### config.mk
export PLATFORM = sky130hd
export DESIGN_NAME = output_channel_flat
export DESIGN_NICKNAME = d
export VERILOG_FILES = /design/src/rtl/output_channel_pkg.sv /design/src/rtl/output_channel_if.sv /design/src/rtl/output_channel_skid_buffer.sv /design/src/rtl/output_channel.sv /design/src/flat_wrapper.sv
export SDC_FILE = /design/constraint.sdc
export NUM_CORES = 1
export LEC_CHECK = 0
export ABC_AREA = 1
export CAP_MARGIN = 5
export CELL_PAD_IN_SITES_DETAIL_PLACEMENT = 1
export CELL_PAD_IN_SITES_GLOBAL_PLACEMENT = 1
export CORE_AREA = 2 2 101 103
export CTS_CLUSTER_SIZE = 14
export DETAILED_ROUTE_END_ITERATION = 7
export DIE_AREA = 0 0 103 105
export GPL_TIMING_DRIVEN = 0
export PLACE_DENSITY_LB_ADDON = 0.05
export SKIP_CTS_REPAIR_TIMING = 1
export SYNTH_ARGS = -nofsm -noshare
export SYNTH_HDL_FRONTEND = slang
export SYNTH_HIERARCHICAL = 1
export SYNTH_SLANG_ARGS = --single-unit
### constraint.sdc
create_clock -name clk -period 3.1 [get_ports clk]
set_input_delay 0.62 -clock clk [delete_from_list [all_inputs] [get_ports clk]]
set_output_delay 0.62 -clock clk [all_outputs]
set_load 0.05 [all_outputs]
### src/rtl/output_channel_pkg.sv
// Purpose: shared flit types for the router datapath (tag, payload, packed flit).
// Latency: n/a (types and constants only).
// Backpressure: n/a.
// Contents: flit_tag_e, flit_t, FLIT_W, MAX_INPUTS, is_last_tag().
package output_channel_pkg;

    // Position of a flit within its packet.
    typedef enum logic [1:0] {
        FLIT_HEAD          = 2'd0,
        FLIT_BODY          = 2'd1,
        FLIT_TAIL          = 2'd2,
        FLIT_START_AND_END = 2'd3
    } flit_tag_e;

    typedef struct packed {
        flit_tag_e   tag;
        logic [15:0] payload;
    } flit_t;

    localparam int FLIT_W     = $bits(flit_t);
    localparam int MAX_INPUTS = 16;

    // True for the tags that close a packet; producers use this to build in_last.
    function automatic logic is_last_tag(input flit_tag_e tag);
        return (tag == FLIT_TAIL) || (tag == FLIT_START_AND_END);
    endfunction

endpackage

### src/rtl/output_channel_if.sv
// Purpose: bundle of the N routed flit streams into one egress port plus the outgoing link.
// Latency: n/a (wires only).
// Backpressure: valid/ready on each input stream and on the outgoing link.
// Ports: in_valid/in_ready/in_flit/in_last per input, out_valid/out_ready/out_flit, grant_active.
//        slave = the egress stage, master = whoever drives the inputs and sinks the link.
interface output_channel_if
    import output_channel_pkg::*;
#(
    parameter int N_INPUTS = 4
);
    logic  [N_INPUTS-1:0] in_valid;
    logic  [N_INPUTS-1:0] in_ready;
    flit_t [N_INPUTS-1:0] in_flit;
    logic  [N_INPUTS-1:0] in_last;
    logic                 out_valid;
    logic                 out_ready;
    flit_t                out_flit;
    logic                 grant_active;

    modport master (
        output in_valid, in_flit, in_last, out_ready,
        input  in_ready, out_valid, out_flit, grant_active
    );

    modport slave (
        input  in_valid, in_flit, in_last, out_ready,
        output in_ready, out_valid, out_flit, grant_active
    );
endinterface

### src/rtl/output_channel_skid_buffer.sv
// Purpose: two-entry registered stream buffer (head register drives the output, skid catches one more).
// Latency: 1 cycle from in handshake to out_valid; out_valid/out_data come straight from flops.
// Backpressure: in_ready = skid slot empty, a pure function of registered state (never of out_ready).
// Ports: clk, rst (async, active-high), in_valid/in_ready/in_data, out_valid/out_ready/out_data.
module stream_skid_buffer #(
    parameter type DATA_T = logic [7:0]
) (
    input  logic  clk,
    input  logic  rst,
    input  logic  in_valid,
    output logic  in_ready,
    input  DATA_T in_data,
    output logic  out_valid,
    input  logic  out_ready,
    output DATA_T out_data
);
    logic  head_vld;
    logic  skid_vld;
    DATA_T head_dat;
    DATA_T skid_dat;
    logic  push;
    logic  pop;

    // The skid slot only fills while the head is occupied, so "skid empty"
    // is exactly "fewer than two entries".
    assign in_ready  = !skid_vld;
    assign out_valid = head_vld;
    assign out_data  = head_dat;

    assign push = in_valid && in_ready;
    assign pop  = head_vld && out_ready;

    always_ff @(posedge clk or posedge rst) begin
        if (rst) begin
            head_vld <= 1'b0;
            skid_vld <= 1'b0;
            head_dat <= '0;
            skid_dat <= '0;
        end else if (pop) begin
            // Older skid entry moves up first; a push cannot coincide with
            // a full buffer because in_ready is low then.
            if (skid_vld) begin
                head_dat <= skid_dat;
                skid_vld <= 1'b0;
            end else if (push) begin
                head_dat <= in_data;
            end else begin
                head_vld <= 1'b0;
            end
        end else if (push) begin
            if (!head_vld) begin
                head_dat <= in_data;
                head_vld <= 1'b1;
            end else begin
                skid_dat <= in_data;
                skid_vld <= 1'b1;
            end
        end
    end

endmodule

### src/rtl/output_channel.sv
// Purpose: per-port egress stage; merges N routed flit streams with packet-granular round-robin.
// Latency: flit accepted in cycle t is on out_valid/out_flit in cycle t+1 (registered output).
// Backpressure: at most one in_ready bit, gated by buffer space (< 2 entries), independent of out_ready.
// Ports: clk, rst (async, active-high), bus (output_channel_if.slave): in_valid/in_ready/in_flit/
//        in_last per input, out_valid/out_ready/out_flit toward the link, grant_active = lock held.
module output_channel
    import output_channel_pkg::*;
#(
    parameter int N_INPUTS = 4
) (
    input logic             clk,
    input logic             rst,
    output_channel_if.slave bus
);
    localparam int IDX_W = $clog2(N_INPUTS);

    typedef enum logic {
        IDLE,
        LOCKED
    } state_t;

    state_t             state;
    logic [IDX_W-1:0]   rr_ptr;
    logic [IDX_W-1:0]   lock_idx;
    logic               grant_q;

    logic [N_INPUTS-1:0] rot_valid;
    logic [IDX_W-1:0]    rot_idx;
    logic [IDX_W:0]      idx_sum;
    logic [IDX_W-1:0]    arb_idx;
    logic [IDX_W-1:0]    cur_idx;
    logic                cur_vld;
    logic                cur_last;
    flit_t               cur_flit;
    logic                space;
    logic                push;

    function automatic logic [IDX_W-1:0] rr_next(input logic [IDX_W-1:0] idx);
        return (idx == IDX_W'(N_INPUTS - 1)) ? '0 : idx + IDX_W'(1);
    endfunction

    // Round-robin pick: rotate so rr_ptr sits at bit 0, take the lowest set
    // bit, then rotate the index back. With no valid input the result is
    // rr_ptr itself, whose valid bit is 0, so nothing is granted.
    always_comb begin
        rot_valid = N_INPUTS'({bus.in_valid, bus.in_valid} >> rr_ptr);
        rot_idx   = '0;
        for (int k = N_INPUTS - 1; k >= 0; k--) begin
            if (rot_valid[k]) begin
                rot_idx = IDX_W'(k);
            end
        end
        idx_sum = {1'b0, rot_idx} + {1'b0, rr_ptr};
        if (idx_sum >= (IDX_W + 1)'(N_INPUTS)) begin
            idx_sum = idx_sum - (IDX_W + 1)'(N_INPUTS);
        end
        arb_idx = idx_sum[IDX_W-1:0];
    end

    // While locked the owner is served exclusively, even when it idles.
    always_comb begin
        cur_idx  = (state == LOCKED) ? lock_idx : arb_idx;
        cur_vld  = bus.in_valid[cur_idx];
        cur_last = bus.in_last[cur_idx];
        cur_flit = bus.in_flit[cur_idx];
        push     = cur_vld && space;

        bus.in_ready = '0;
        // A locked owner sees ready whenever there is room; in IDLE ready is
        // only offered to the input actually selected. Held low during reset.
        if (!rst && space && ((state == LOCKED) || cur_vld)) begin
            bus.in_ready[cur_idx] = 1'b1;
        end
    end

    always_ff @(posedge clk or posedge rst) begin
        if (rst) begin
            state    <= IDLE;
            rr_ptr   <= '0;
            lock_idx <= '0;
            grant_q  <= 1'b0;
        end else begin
            case (state)
                IDLE: begin
                    if (push) begin
                        if (cur_last) begin
                            // Single-flit packet: arbitration and transfer in one cycle.
                            rr_ptr <= rr_next(arb_idx);
                        end else begin
                            state    <= LOCKED;
                            lock_idx <= arb_idx;
                            grant_q  <= 1'b1;
                        end
                    end
                end
                LOCKED: begin
                    if (push && cur_last) begin
                        state   <= IDLE;
                        grant_q <= 1'b0;
                        rr_ptr  <= rr_next(lock_idx);
                    end
                end
                default: begin
                    state   <= IDLE;
                    grant_q <= 1'b0;
                end
            endcase
        end
    end

    assign bus.grant_active = grant_q;

    stream_skid_buffer #(
        .DATA_T (flit_t)
    ) u_skid (
        .clk       (clk),
        .rst       (rst),
        .in_valid  (cur_vld),
        .in_ready  (space),
        .in_data   (cur_flit),
        .out_valid (bus.out_valid),
        .out_ready (bus.out_ready),
        .out_data  (bus.out_flit)
    );

endmodule

### src/flat_wrapper.sv
// flat-port wrapper written by rule: the top's interface ports become plain ports
module output_channel_flat import output_channel_pkg::*;
#(
    parameter int N_INPUTS = 4
)
  (clk, rst, bus_in_valid, bus_in_flit, bus_in_last, bus_out_ready, bus_in_ready, bus_out_valid, bus_out_flit, bus_grant_active);
  output_channel_if #(.N_INPUTS(N_INPUTS)) bus_i ();
  input logic clk;
  input logic rst;
  input wire logic [$bits(bus_i.in_valid)-1:0] bus_in_valid;
  input wire logic [$bits(bus_i.in_flit)-1:0] bus_in_flit;
  input wire logic [$bits(bus_i.in_last)-1:0] bus_in_last;
  input wire logic [$bits(bus_i.out_ready)-1:0] bus_out_ready;
  output wire logic [$bits(bus_i.in_ready)-1:0] bus_in_ready;
  output wire logic [$bits(bus_i.out_valid)-1:0] bus_out_valid;
  output wire logic [$bits(bus_i.out_flit)-1:0] bus_out_flit;
  output wire logic [$bits(bus_i.grant_active)-1:0] bus_grant_active;
  assign bus_i.in_valid = bus_in_valid;
  assign bus_i.in_flit = bus_in_flit;
  assign bus_i.in_last = bus_in_last;
  assign bus_i.out_ready = bus_out_ready;
  assign bus_in_ready = bus_i.in_ready;
  assign bus_out_valid = bus_i.out_valid;
  assign bus_out_flit = bus_i.out_flit;
  assign bus_grant_active = bus_i.grant_active;
  output_channel #(.N_INPUTS(N_INPUTS)) u_core (.clk(clk), .rst(rst), .bus(bus_i));
endmodule
==> flow_summary.json, run 1 <==
{
  "cp-end-kind": "output pin",
  "yosys.cell_types.count": 32,
  "worst_ep_arrival_time_ns": 2.83,
  "cts.sinks": 44,
  "cp_common_cell": "nand3_2",
  "synth_area_um2": 3025,
  "vias_per_cell": 4.713,
  "firstDrtPassIters": 4,
  "maxCapViolCount": 0,
  "rsz0062_at_grt": "yes",
  "worstHoldStart": "u_core/u_skid/out_data[9]",
  "multi_input_area_um2": 1838,
  "yosysTopAreaCellShare_pct": 36.39,
  "routedWlPerCell_um": 15.72,
  "num_io_pins": 107,
  "die_h_um": 105,
  "wl_met2_um": 5181,
  "htree_levels": 2,
  "grt_pass1_vias": 3371,
  "numCtsBuffers": 5,
  "skew_ns": 0.005646,
  "cts_root_buffer": "clkbuf_8",
  "register_area_um2": 1102,
  "coreArea_um2": 9639,
  "synth.most_common_cell": "nand2_1",
  "violations": "negative setup slack",
  "ys_ff_latch": 44,
  "cp-startpoint": "u_core/rr_ptr[0]",
  "yosysSeqAreaShare_pct": 36.39,
  "fin_crit_sh_pct": 111.2,
  "fin_nets": 634,
  "routed_wl_um": 10740,
  "fmax_mhz": 290.0,
  "tightest_slew_ns": 0.8250,
  "async_reset_ff_share_pct": 100.0,
  "synth_area_leaders": "dfrtp_1 (36%), nand2_1 (25%), nand4_1 (5.0%)",
  "setup_viol": 4,
  "syn_to_final_growth_pct": 57.44,
  "highest_layer": "met4",
  "crit_path_top_delay_cell": "dfrtp_2",
  "dr_wl_met3_um": 749,
  "synth_area_leader_cell": "dfrtp_1",
  "syn_area_per_cell_um2": 7.308,
  "fin_crit_ns": 3.448,
  "fin_tns_setup_ns": -1.320,
  "track_usage_pct": 19.48,
  "yosys_warnings": 6,
  "worstPathCellList": "buf_12 -> nand2_4 -> nand3_2 -> nand2_2 -> nand3_2 -> a21boi_2 -> ha_4 -> inv_4 -> nand2_4 -> o21ai_4 -> nand2_1 -> nand2_1 -> nand3_2 -> nand3_2 -> nand3_4 -> nor3_4 -> buf_6",
  "rows": 36,
  "portBuffers": 106,
  "timing.rr.start": "u_core/rr_ptr[0]",
  "drc": 0,
  "crit_buf_inv": 3,
  "slowest_delay_ns": 0.49,
  "clock_path_buffers": 2,
  "hold_violations": 0,
  "fin_area_um2": 4763,
  "status": "finished with violations",
  "start_kind": "flip-flop",
  "yosys-top-cells-count": "nand2_1 (198), dfrtp_1 (44), nand3_1 (28)",
  "wirelength_met1_um": 4741,
  "antenna_left": 0,
  "synthCells": 414,
  "gr-total-overflow": 0,
  "crit_path_max_fanout": 6,
  "die_area_um2": 10820,
  "fin_ws_ns": -0.3480,
  "start_util_pct": 31.39,
  "crit_required_ns": 2.48,
  "relSlewSlack_pct": 44.92,
  "dieWidth_um": 103,
  "synth-edff-count": 0,
  "placed_cell_area_um2": 4394,
  "grt_max_degree": 39,
  "clk_pin_slew_ns": 0.08,
  "dominantRegCellSynth": "dfrtp_1",
  "path_delay_family": "simple AND/OR/NAND/NOR gates",
  "drv_slew": 0,
  "fillers": 1214,
  "drive_gt1_share_pct": 21.09,
  "vias": 3219,
  "clkLatencyLatePin_ns": 0.30,
  "synth_nets": 498,
  "place_congestion": 0.8083,
  "drt_iter0_markers": 50,
  "place_worst_setup_slack_ns": -1.649,
  "antenna_cells": 0,
  "hpwl_um": 8203,
  "final_util_pct": 49.42,
  "antenna_found_initial": 0,
  "path_class": "reg -> out",
  "cts_tree": "built",
  "grt_pass1_wl_um": 16610,
  "min_path_type": "reg -> reg"
}
[sequential cells by signal (all words and copies together) (netlist names), named ones only]
signal	flops
u_core/lock_idx	2
u_core/bus.grant_active	1
u_core/u_skid/out_valid	1
u_core/rr_ptr	2
u_core/u_skid/skid_dat	18
u_core/u_skid/out_data	18
u_core/u_skid/skid_vld	1
[worst register-to-register path: cells and delay by family (launching register included)]
kind	cells	cell delay, ns
AO/OA/AOI/OAI	3	0.57
adder cells (fa/ha/maj)	1	0.24
buffers and inverters	4	0.61
flip-flops	1	0.49
AND/OR/NAND/NOR	12	0.99
[cell families (layout without fill, tap and decap cells)]
kind of cell / count (synthesis) / after routing / synth area share (%)
xor gates and xnor gates: 2 / 2 / 0.5791
AOI/OAI and AO/OA: 39 / 40 / 8.934
DFF: 44 / 44 / 36.39
buffers and inverters: 49 / 184 / 9.264
and+or+nand+nor: 279 / 279 / 44.42
adders and majority gates: 1 / 1 / 0.4135
[routing by layer]
metal,up-vias,GRT usage (%)
met5,-,0
met4,0,3.665
met3,5,5.552
met2,94,32.00
met1,1506,25.47
li1,1614,-
[final timing paths]
check / slack, ns / endpoint / cells past startpoint
worst max-delay path: -0.35 / bus_in_ready[0] / 17
worst min-delay path: 0.48 / u_core/u_skid/out_data[9] / 2
worst max register to register: 0.15 / u_core/u_skid/out_data[12] / 20
worst min register to register: 0.48 / u_core/u_skid/out_data[9] / 2
max in group asynchronous: 1.74 / u_core/u_skid/skid_dat[17] / 2
min in group asynchronous: 0.62 / async pin / 2
[per-stage QoR]
step                hold WS (ns)  std cells
finish                    0.4806        683
global route              0.4988        683
CTS                       0.4859        660
detailed placement        0.4641        653
global placement          0.4628        653
floorplan                 0.4422        414
[final cells by class]
cell class	count	area share, %
multi-input combinational	322	38.59
timing repair buffer	128	26.66
sequential	44	23.14
tap	133	3.494
buffer	17	3.126
inverter	32	2.968
clock buffer	7	2.023
[cell usage in the layout (no fill, tap or decap), types with 3 or more instances in the layout]
| cell | instances |
|---|---|
| nand2_1 | 190 |
| nor2_1 | 3 |
| inv_1 | 22 |
| buf_6 | 10 |
| clkdlybuf4s50_1 | 98 |
| a22oi_2 | 4 |
| nand2_4 | 9 |
| nand2_2 | 6 |
| a22oi_1 | 8 |
| clkbuf_8 | 7 |
| o21ai_1 | 20 |
| nand3_4 | 3 |
| buf_2 | 5 |
| dlymetal6s2s_1 | 4 |
| nor3_4 | 4 |
| buf_4 | 24 |
| o21ai_0 | 4 |
| inv_2 | 5 |
| nand3_1 | 17 |
| nand3_2 | 14 |
| dfrtp_1 | 43 |
| nand4_1 | 24 |
| nor2_8 | 4 |
Power of run 1 is not shown: default switching activity piles up to over one toggle a cycle in this logic, so the estimate is an artifact.
==> run 2: changes to the inputs <==
--- a/config.mk
+++ b/config.mk
@@ -10,6 +10,7 @@
 export CELL_PAD_IN_SITES_DETAIL_PLACEMENT = 1
 export CELL_PAD_IN_SITES_GLOBAL_PLACEMENT = 1
 export CORE_AREA = 2 2 101 103
+export CTS_CLUSTER_DIAMETER = 60
 export CTS_CLUSTER_SIZE = 14
 export DETAILED_ROUTE_END_ITERATION = 7
 export DIE_AREA = 0 0 103 105
==> results of run 2 <==
Same layout as run 1: the final DEF is identical, and so are final timing and power.
Power of run 2 is left out for the same reason.
